### src/rtl/simd_dot_mac.sv
// Dot-product MAC: LANES byte pairs per beat, summed at 8x8/4x4/2x2 granularity and accumulated per batch.
// Three register stages (operand, dot product, accumulator/result) share one stall enable driven by result backpressure.
module simd_dot_mac #(
   parameter int LANES = 6,
   parameter int ACC_W = 48,
   parameter int CNT_W = 8
) (
   input  logic                 clk,
   input  logic                 reset,
   input  logic                 in_valid,
   output logic                 in_ready,
   input  logic [8*LANES-1:0]   a,
   input  logic [8*LANES-1:0]   b,
   input  logic                 a_sign,
   input  logic                 b_sign,
   input  logic [1:0]           mode,
   input  logic                 in_last,
   output logic                 out_valid,
   input  logic                 out_ready,
   output logic [ACC_W-1:0]     result,
   output logic [CNT_W-1:0]     beat_count,
   output logic                 overflow
);
   localparam int DOT_W = 19 + $clog2(LANES);

   // Sum of position-aligned field products within one byte lane.
   function automatic logic signed [17:0] lane_dot(
      input logic [7:0] x,
      input logic [7:0] y,
      input logic       sx,
      input logic       sy,
      input logic [1:0] m
   );
      logic signed [17:0] sum;
      logic signed [17:0] ex;
      logic signed [17:0] ey;
      sum = '0;
      ex  = '0;
      ey  = '0;
      case (m)
         2'b00: begin
            ex  = 18'($signed({sx & x[7], x}));
            ey  = 18'($signed({sy & y[7], y}));
            sum = ex * ey;
         end
         2'b01: begin
            for (int j = 0; j < 2; j++) begin
               ex  = 18'($signed({sx & x[4*j+3], x[4*j +: 4]}));
               ey  = 18'($signed({sy & y[4*j+3], y[4*j +: 4]}));
               sum = sum + ex * ey;
            end
         end
         2'b10: begin
            for (int j = 0; j < 4; j++) begin
               ex  = 18'($signed({sx & x[2*j+1], x[2*j +: 2]}));
               ey  = 18'($signed({sy & y[2*j+1], y[2*j +: 2]}));
               sum = sum + ex * ey;
            end
         end
         default: sum = '0;
      endcase
      return sum;
   endfunction

   logic                 w_en;
   logic                 r_s1_vld;
   logic [8*LANES-1:0]   r_s1_a;
   logic [8*LANES-1:0]   r_s1_b;
   logic                 r_s1_as;
   logic                 r_s1_bs;
   logic [1:0]           r_s1_mode;
   logic                 r_s1_last;
   logic                 r_s2_vld;
   logic [ACC_W-1:0]     r_s2_dot;
   logic                 r_s2_last;
   logic [ACC_W-1:0]     r_acc;
   logic [CNT_W-1:0]     r_cnt;
   logic                 r_ovf;
   logic                 r_open;
   logic                 r_out_vld;
   logic [ACC_W-1:0]     r_result;
   logic [CNT_W-1:0]     r_bcnt;
   logic                 r_ovf_out;

   logic signed [DOT_W-1:0] w_dot;
   logic [ACC_W-1:0]        w_dot_ext;
   logic [ACC_W-1:0]        w_acc_base;
   logic [ACC_W-1:0]        w_acc_sum;
   logic                    w_add_ovf;
   logic [CNT_W-1:0]        w_cnt_base;
   logic [CNT_W-1:0]        w_cnt_nxt;
   logic                    w_ovf_nxt;

   assign w_en       = !r_out_vld || out_ready;
   assign in_ready   = w_en;
   assign out_valid  = r_out_vld;
   assign result     = r_result;
   assign beat_count = r_bcnt;
   assign overflow   = r_ovf_out;

   always_comb begin
      w_dot = '0;
      for (int k = 0; k < LANES; k++) begin
         w_dot = w_dot + DOT_W'(lane_dot(r_s1_a[8*k +: 8], r_s1_b[8*k +: 8],
                                         r_s1_as, r_s1_bs, r_s1_mode));
      end
      w_dot_ext = ACC_W'(w_dot);
   end

   // A closed batch restarts from zero so the next beat opens a fresh sum.
   always_comb begin
      w_acc_base = r_open ? r_acc : '0;
      w_acc_sum  = w_acc_base + r_s2_dot;
      w_add_ovf  = (w_acc_base[ACC_W-1] == r_s2_dot[ACC_W-1]) &&
                   (w_acc_sum[ACC_W-1] != w_acc_base[ACC_W-1]);
      w_cnt_base = r_open ? r_cnt : '0;
      w_cnt_nxt  = (&w_cnt_base) ? w_cnt_base : w_cnt_base + CNT_W'(1);
      w_ovf_nxt  = (r_open & r_ovf) | w_add_ovf;
   end

   always_ff @(posedge clk) begin
      if (reset) begin
         r_s1_vld  <= 1'b0;
         r_s1_a    <= '0;
         r_s1_b    <= '0;
         r_s1_as   <= 1'b0;
         r_s1_bs   <= 1'b0;
         r_s1_mode <= 2'b00;
         r_s1_last <= 1'b0;
         r_s2_vld  <= 1'b0;
         r_s2_dot  <= '0;
         r_s2_last <= 1'b0;
         r_acc     <= '0;
         r_cnt     <= '0;
         r_ovf     <= 1'b0;
         r_open    <= 1'b0;
         r_out_vld <= 1'b0;
         r_result  <= '0;
         r_bcnt    <= '0;
         r_ovf_out <= 1'b0;
      end else if (w_en) begin
         r_s1_vld  <= in_valid;
         r_s1_a    <= a;
         r_s1_b    <= b;
         r_s1_as   <= a_sign;
         r_s1_bs   <= b_sign;
         r_s1_mode <= mode;
         r_s1_last <= in_last;
         r_s2_vld  <= r_s1_vld;
         r_s2_dot  <= w_dot_ext;
         r_s2_last <= r_s1_last;
         // With en high a held result has been taken, so out_valid follows only new completions.
         r_out_vld <= r_s2_vld & r_s2_last;
         if (r_s2_vld) begin
            r_acc  <= w_acc_sum;
            r_cnt  <= w_cnt_nxt;
            r_ovf  <= w_ovf_nxt;
            r_open <= !r_s2_last;
            if (r_s2_last) begin
               r_result  <= w_acc_sum;
               r_bcnt    <= w_cnt_nxt;
               r_ovf_out <= w_ovf_nxt;
            end
         end
      end
   end
endmodule
### config.mk
export PLATFORM = sky130hd
export DESIGN_NAME = simd_dot_mac
export DESIGN_NICKNAME = d
export VERILOG_FILES = /design/src/rtl/simd_dot_mac.sv
export SDC_FILE = /design/constraint.sdc
export NUM_CORES = 2
export LEC_CHECK = 0
export ABC_AREA = 1
export CORE_MARGIN = 3
export CORE_UTILIZATION = 30
export CTS_BUF_LIST = sky130_fd_sc_hd__clkbuf_2 sky130_fd_sc_hd__clkbuf_4 sky130_fd_sc_hd__clkbuf_8
export DETAILED_ROUTE_END_ITERATION = 12
export PLACE_DENSITY = 0.47
export SYNTH_ARGS = -nofsm -noshare
export SYNTH_HDL_FRONTEND = slang
export SYNTH_SLANG_ARGS = --single-unit
### constraint.sdc
create_clock -name clk -period 14.1 [get_ports clk]
set_input_delay 1.41 -clock clk [delete_from_list [all_inputs] [get_ports clk]]
set_output_delay 1.41 -clock clk [all_outputs]
set_load 0.02 [all_outputs]
==> parameters.txt <==
Parameter                              Value

Outcome
  Status ... finished, final reports clean

Clock network
  Resized Gates After CTS ... 0
  Number of clock sinks ... 242
  Clock latency at the later pin of the worst-skew pair ... 0.81 ns
  Clock Tree Root ... sky130_fd_sc_hd__clkbuf_8
  Number of buffers added for setup after CTS ... 0
  CTS tree ... done
  Number of buffers created by CTS ... 51
  Largest buffer count on any clock path ... 3
  # hold bufs at CTS ... 0
  Total number of H-tree levels ... 2
  Clock transition time at the flip-flop clock pins of the worst setup and hold paths ... 0.06 ns

Routing
  Routed length per instance ... 18.43 µm
  Number of design rule violations left after detail routing ... 0
  Number of DRC markers after the initial detailed-route iteration ... 2995
  Final wirelength ... 187400 µm
  Number of vias in the routed layout ... 46291
  Via-to-Cell Ratio ... 4.552
  Final antenna-violating net count ... 0
  1st-pass router iterations ... 6

Timing
  Setup total negative slack ... 0 ns
  Slew Limit Headroom ... 28.08%
  RSZ-0062 raised after global routing ... false
  Final setup viols ... 0
  Transition at the pin with the smallest max-transition slack ... 1.067 ns
  Largest clock skew in the final design ... 0.09713 ns
  Final Hold Fails ... 0
  Final cycle utilization of the critical path ... 72.13%
  Fmax ... 98.32 MHz
  Min Clock Period, post-route ... 10.17 ns
  Max-slew violation total from the final report ... 0

Yosys
  Post-synthesis simple-gate area fraction ... 17.26%
  Adder-Cell Fraction of Synth Area ... 48.62%
  Cell area after technology mapping ... 0.05744 mm²
  Post-synthesis net count ... 9316
  Sequential element share of the synthesized area ... 8.434%
  Fraction of registers with async set or reset after synthesis ... 0%
  Number of instances in the synthesized netlist ... 7598
  Synthesized-area fraction occupied by ao, oa, aoi and oai cells ... 7.602%
  Largest family of logic cells by synthesized area ... adder cells
  Syn avg cell area ... 7.560 µm²
  Multiplexer fraction of the synthesized cell area ... 0%
  Number of distinct library cell variants in the gate-level netlist after synthesis ... 57
  Yosys warning total ... 0
  Register bit total from synthesis ... 242
  Number of enable-type register cells in the synthesized netlist ... 0
  Post-synthesis xor/xnor area fraction ... 2.058%
  Most frequently used flop master after synthesis ... sky130_fd_sc_hd__dfxtp_1

Die
  Standard cell core area ... 0.1890 mm²
  Die height ... 443.6 µm
  I/O Pins ... 164
  Total die area ... 0.1968 mm²
  Site Rows ... 159
  Effective utilization at floorplan ... 30.39%
  Die span in x ... 443.6 µm

Worst setup path
  Cell class contributing the biggest share of worst-path delay ... adder cells
  Buffers & Inverters on Critical Path ... 10
  Sort of element at the start of the critical path ... flip-flop
  Number of cells traversed by the worst register-to-register path ... 34
  Worst r2r dst ... r_s2_dot[21]
  Critical register-to-register path startpoint ... r_s1_as
  R2R Setup Slk ... 3.93 ns
  Kind of critical path ... reg2reg
  Number of stages on the worst setup path ... 34
  Critical-path maximum fanout ... 29
  Critical path capture point ... r_s2_dot[21]
  Required time of the critical path ... 14.72 ns
  Crit path largest cell delay ... 0.70 ns
  Endpoint class of the critical path ... flip-flop
  CP arrival ... 10.79 ns
  Cell type of the slowest stage on the worst timing path ... sky130_fd_sc_hd__inv_1
  Cell occurring most often along the worst timing path ... sky130_fd_sc_hd__inv_1
  Start point of the critical path ... r_s1_as

Global routing
  Remaining Overflow, GRT ... 0
  Initial antenna violation count ... 2
  Largest net degree at the start of global routing ... 73
  Global-route wire length before repair ... 295500 µm
  Total routing resource utilization after global routing ... 19.45%
  Vias in the first global route ... 49542

Placed design
  Placer's final routability congestion estimate ... 0.8987
  Port-buffer cells ... 163
  Hpwl dp ... 159600 µm

Power and ir drop
  Final Power ... 5638 µW
  Power density over the cells ... 89.66 mW/mm²
  Worst-case vdd ir drop ... 0.2118 mV
  Static leakage ... 0.03492 µW

Layout
  Final design utilization ... 33.28%
  Area grow syn2layout ... 9.479%
  Share of post-route cells with drive strength above 1 ... 2.789%
  Post-layout nets ... 9351
  Fill count ... 20480

Min path
  Min-Delay Path Class ... reg2reg

Run
  Number of max-cap violations ... 0
-- cells in the final DEF, fill, tap and decap left out, drive strengths merged, types with 7 or more instances in the layout --
cell type / instances
a211oi: 7
a21o: 28
a21oi: 310
a22o: 22
a31oi: 18
buf: 26
bufinv: 8
clkbuf: 70
clkdlybuf4s50: 162
clkinv: 17
dfxtp: 242
fa: 1029
ha: 584
inv: 2236
nand2: 1453
nand3: 302
nand3b: 11
nand4: 44
nor2: 500
nor3: 32
nor4: 7
o211ai: 29
o21a: 9
o21ai: 284
o21bai: 25
o221ai: 14
or2: 33
xnor2: 62
xor2: 73
-- per-layer routing --
layer / wire length [µm] / track usage (%) / vias to the layer above
met2: 84910 / 31.51 / 1011
met4: 5244 / 4.958 / 0
li1: - / - / 22514
met3: 10390 / 3.160 / 208
met1: 86880 / 26.94 / 22558
met5: 0 / 0 / -
-- through the flow --
stage | std cells | hold WS, ns | worst slack, ns | instance area [µm²]
floorplan | 7598 | 0.4326 | 5.766 | 57440
global placement | 10075 | 0.4459 | 4.084 | 61630
detailed placement | 10075 | 0.4447 | 4.004 | 61630
CTS | 10168 | 0.4582 | 3.890 | 62880
global route | 10170 | 0.4738 | 3.408 | 62890
finish | 10170 | 0.4538 | 3.929 | 62890
-- synthesized netlist by cell type, types with 42 or more instances --
| library cell | count | area share, % |
|---|---|---|
| sky130_fd_sc_hd__a21oi_1 | 309 | 2.7 |
| sky130_fd_sc_hd__clkbuf_1 | 179 | 1.2 |
| sky130_fd_sc_hd__dfxtp_1 | 242 | 8.4 |
| sky130_fd_sc_hd__fa_1 | 1029 | 36 |
| sky130_fd_sc_hd__ha_1 | 584 | 13 |
| sky130_fd_sc_hd__inv_1 | 2234 | 15 |
| sky130_fd_sc_hd__nand2_1 | 1438 | 9.4 |
| sky130_fd_sc_hd__nand3_1 | 291 | 2.5 |
| sky130_fd_sc_hd__nand4_1 | 42 | 0.46 |
| sky130_fd_sc_hd__nor2_1 | 487 | 3.2 |
| sky130_fd_sc_hd__o21ai_0 | 276 | 2.4 |
| sky130_fd_sc_hd__xnor2_1 | 62 | 0.95 |
| sky130_fd_sc_hd__xor2_1 | 73 | 1.1 |
-- worst min path at each step --
stage	startpoint	endpoint	slack [ns]	cells after the start
after floorplan	r_s2_dot[18]	r_s2_dot[18]	0.43	2
after global placement	result[41]	result[41]	0.45	2
after CTS	result[40]	result[40]	0.46	2
after global routing	result[41]	result[41]	0.47	2
after detailed placement	result[40]	result[40]	0.44	2
final	result[42]	result[42]	0.45	2
-- logic make-up (layout without fill, tap and decap cells) --
family / count (synthesis) / count (layout)
DFF: 242 / 242
buffers and inverters: 2444 / 2519
AOI/OAI and AO/OA: 769 / 769
xor gates and xnor gates: 135 / 135
adders and majority gates: 1615 / 1615
other: 0 / 2
and+or+nand+nor: 2393 / 2393
-- worst min-delay path, stage by stage (launching register included) --
cell,delay [ns]
sky130_fd_sc_hd__dfxtp_1,0.31
sky130_fd_sc_hd__nand2_1,0.06
sky130_fd_sc_hd__nand2_1,0.04
-- sequential cells by signal, indices dropped and copies added (netlist names), 2 cells and up --
register and flops:
beat_count 8, r_s1_mode 2, r_acc 48, r_s1_b 48, r_cnt 8, r_s1_a 48, r_s2_dot 22, result 48
-- layout make-up --
class                           count  area, µm²  area share [%]
Antenna cell                        2      5.005        0.007958
Clock buffer                       70      900.9           1.432
Clock inverter                     23      352.8          0.5611
Inverter                         2238       8401           13.36
Multi-Input combinational cell   4912      43440           69.08
Sequential cell                   242       4848           7.710
Tap cell                         2495       3122           4.964
Timing Repair Buffer              188       1817           2.889
-- report_power, final --
group          leakage, µW  internal, µW  switching, µW
logic               0.0323          1340           2450
clock network     0.000661           566            411
registers          0.00199           753            111
Note: power is estimated with default switching activity, not from simulation.
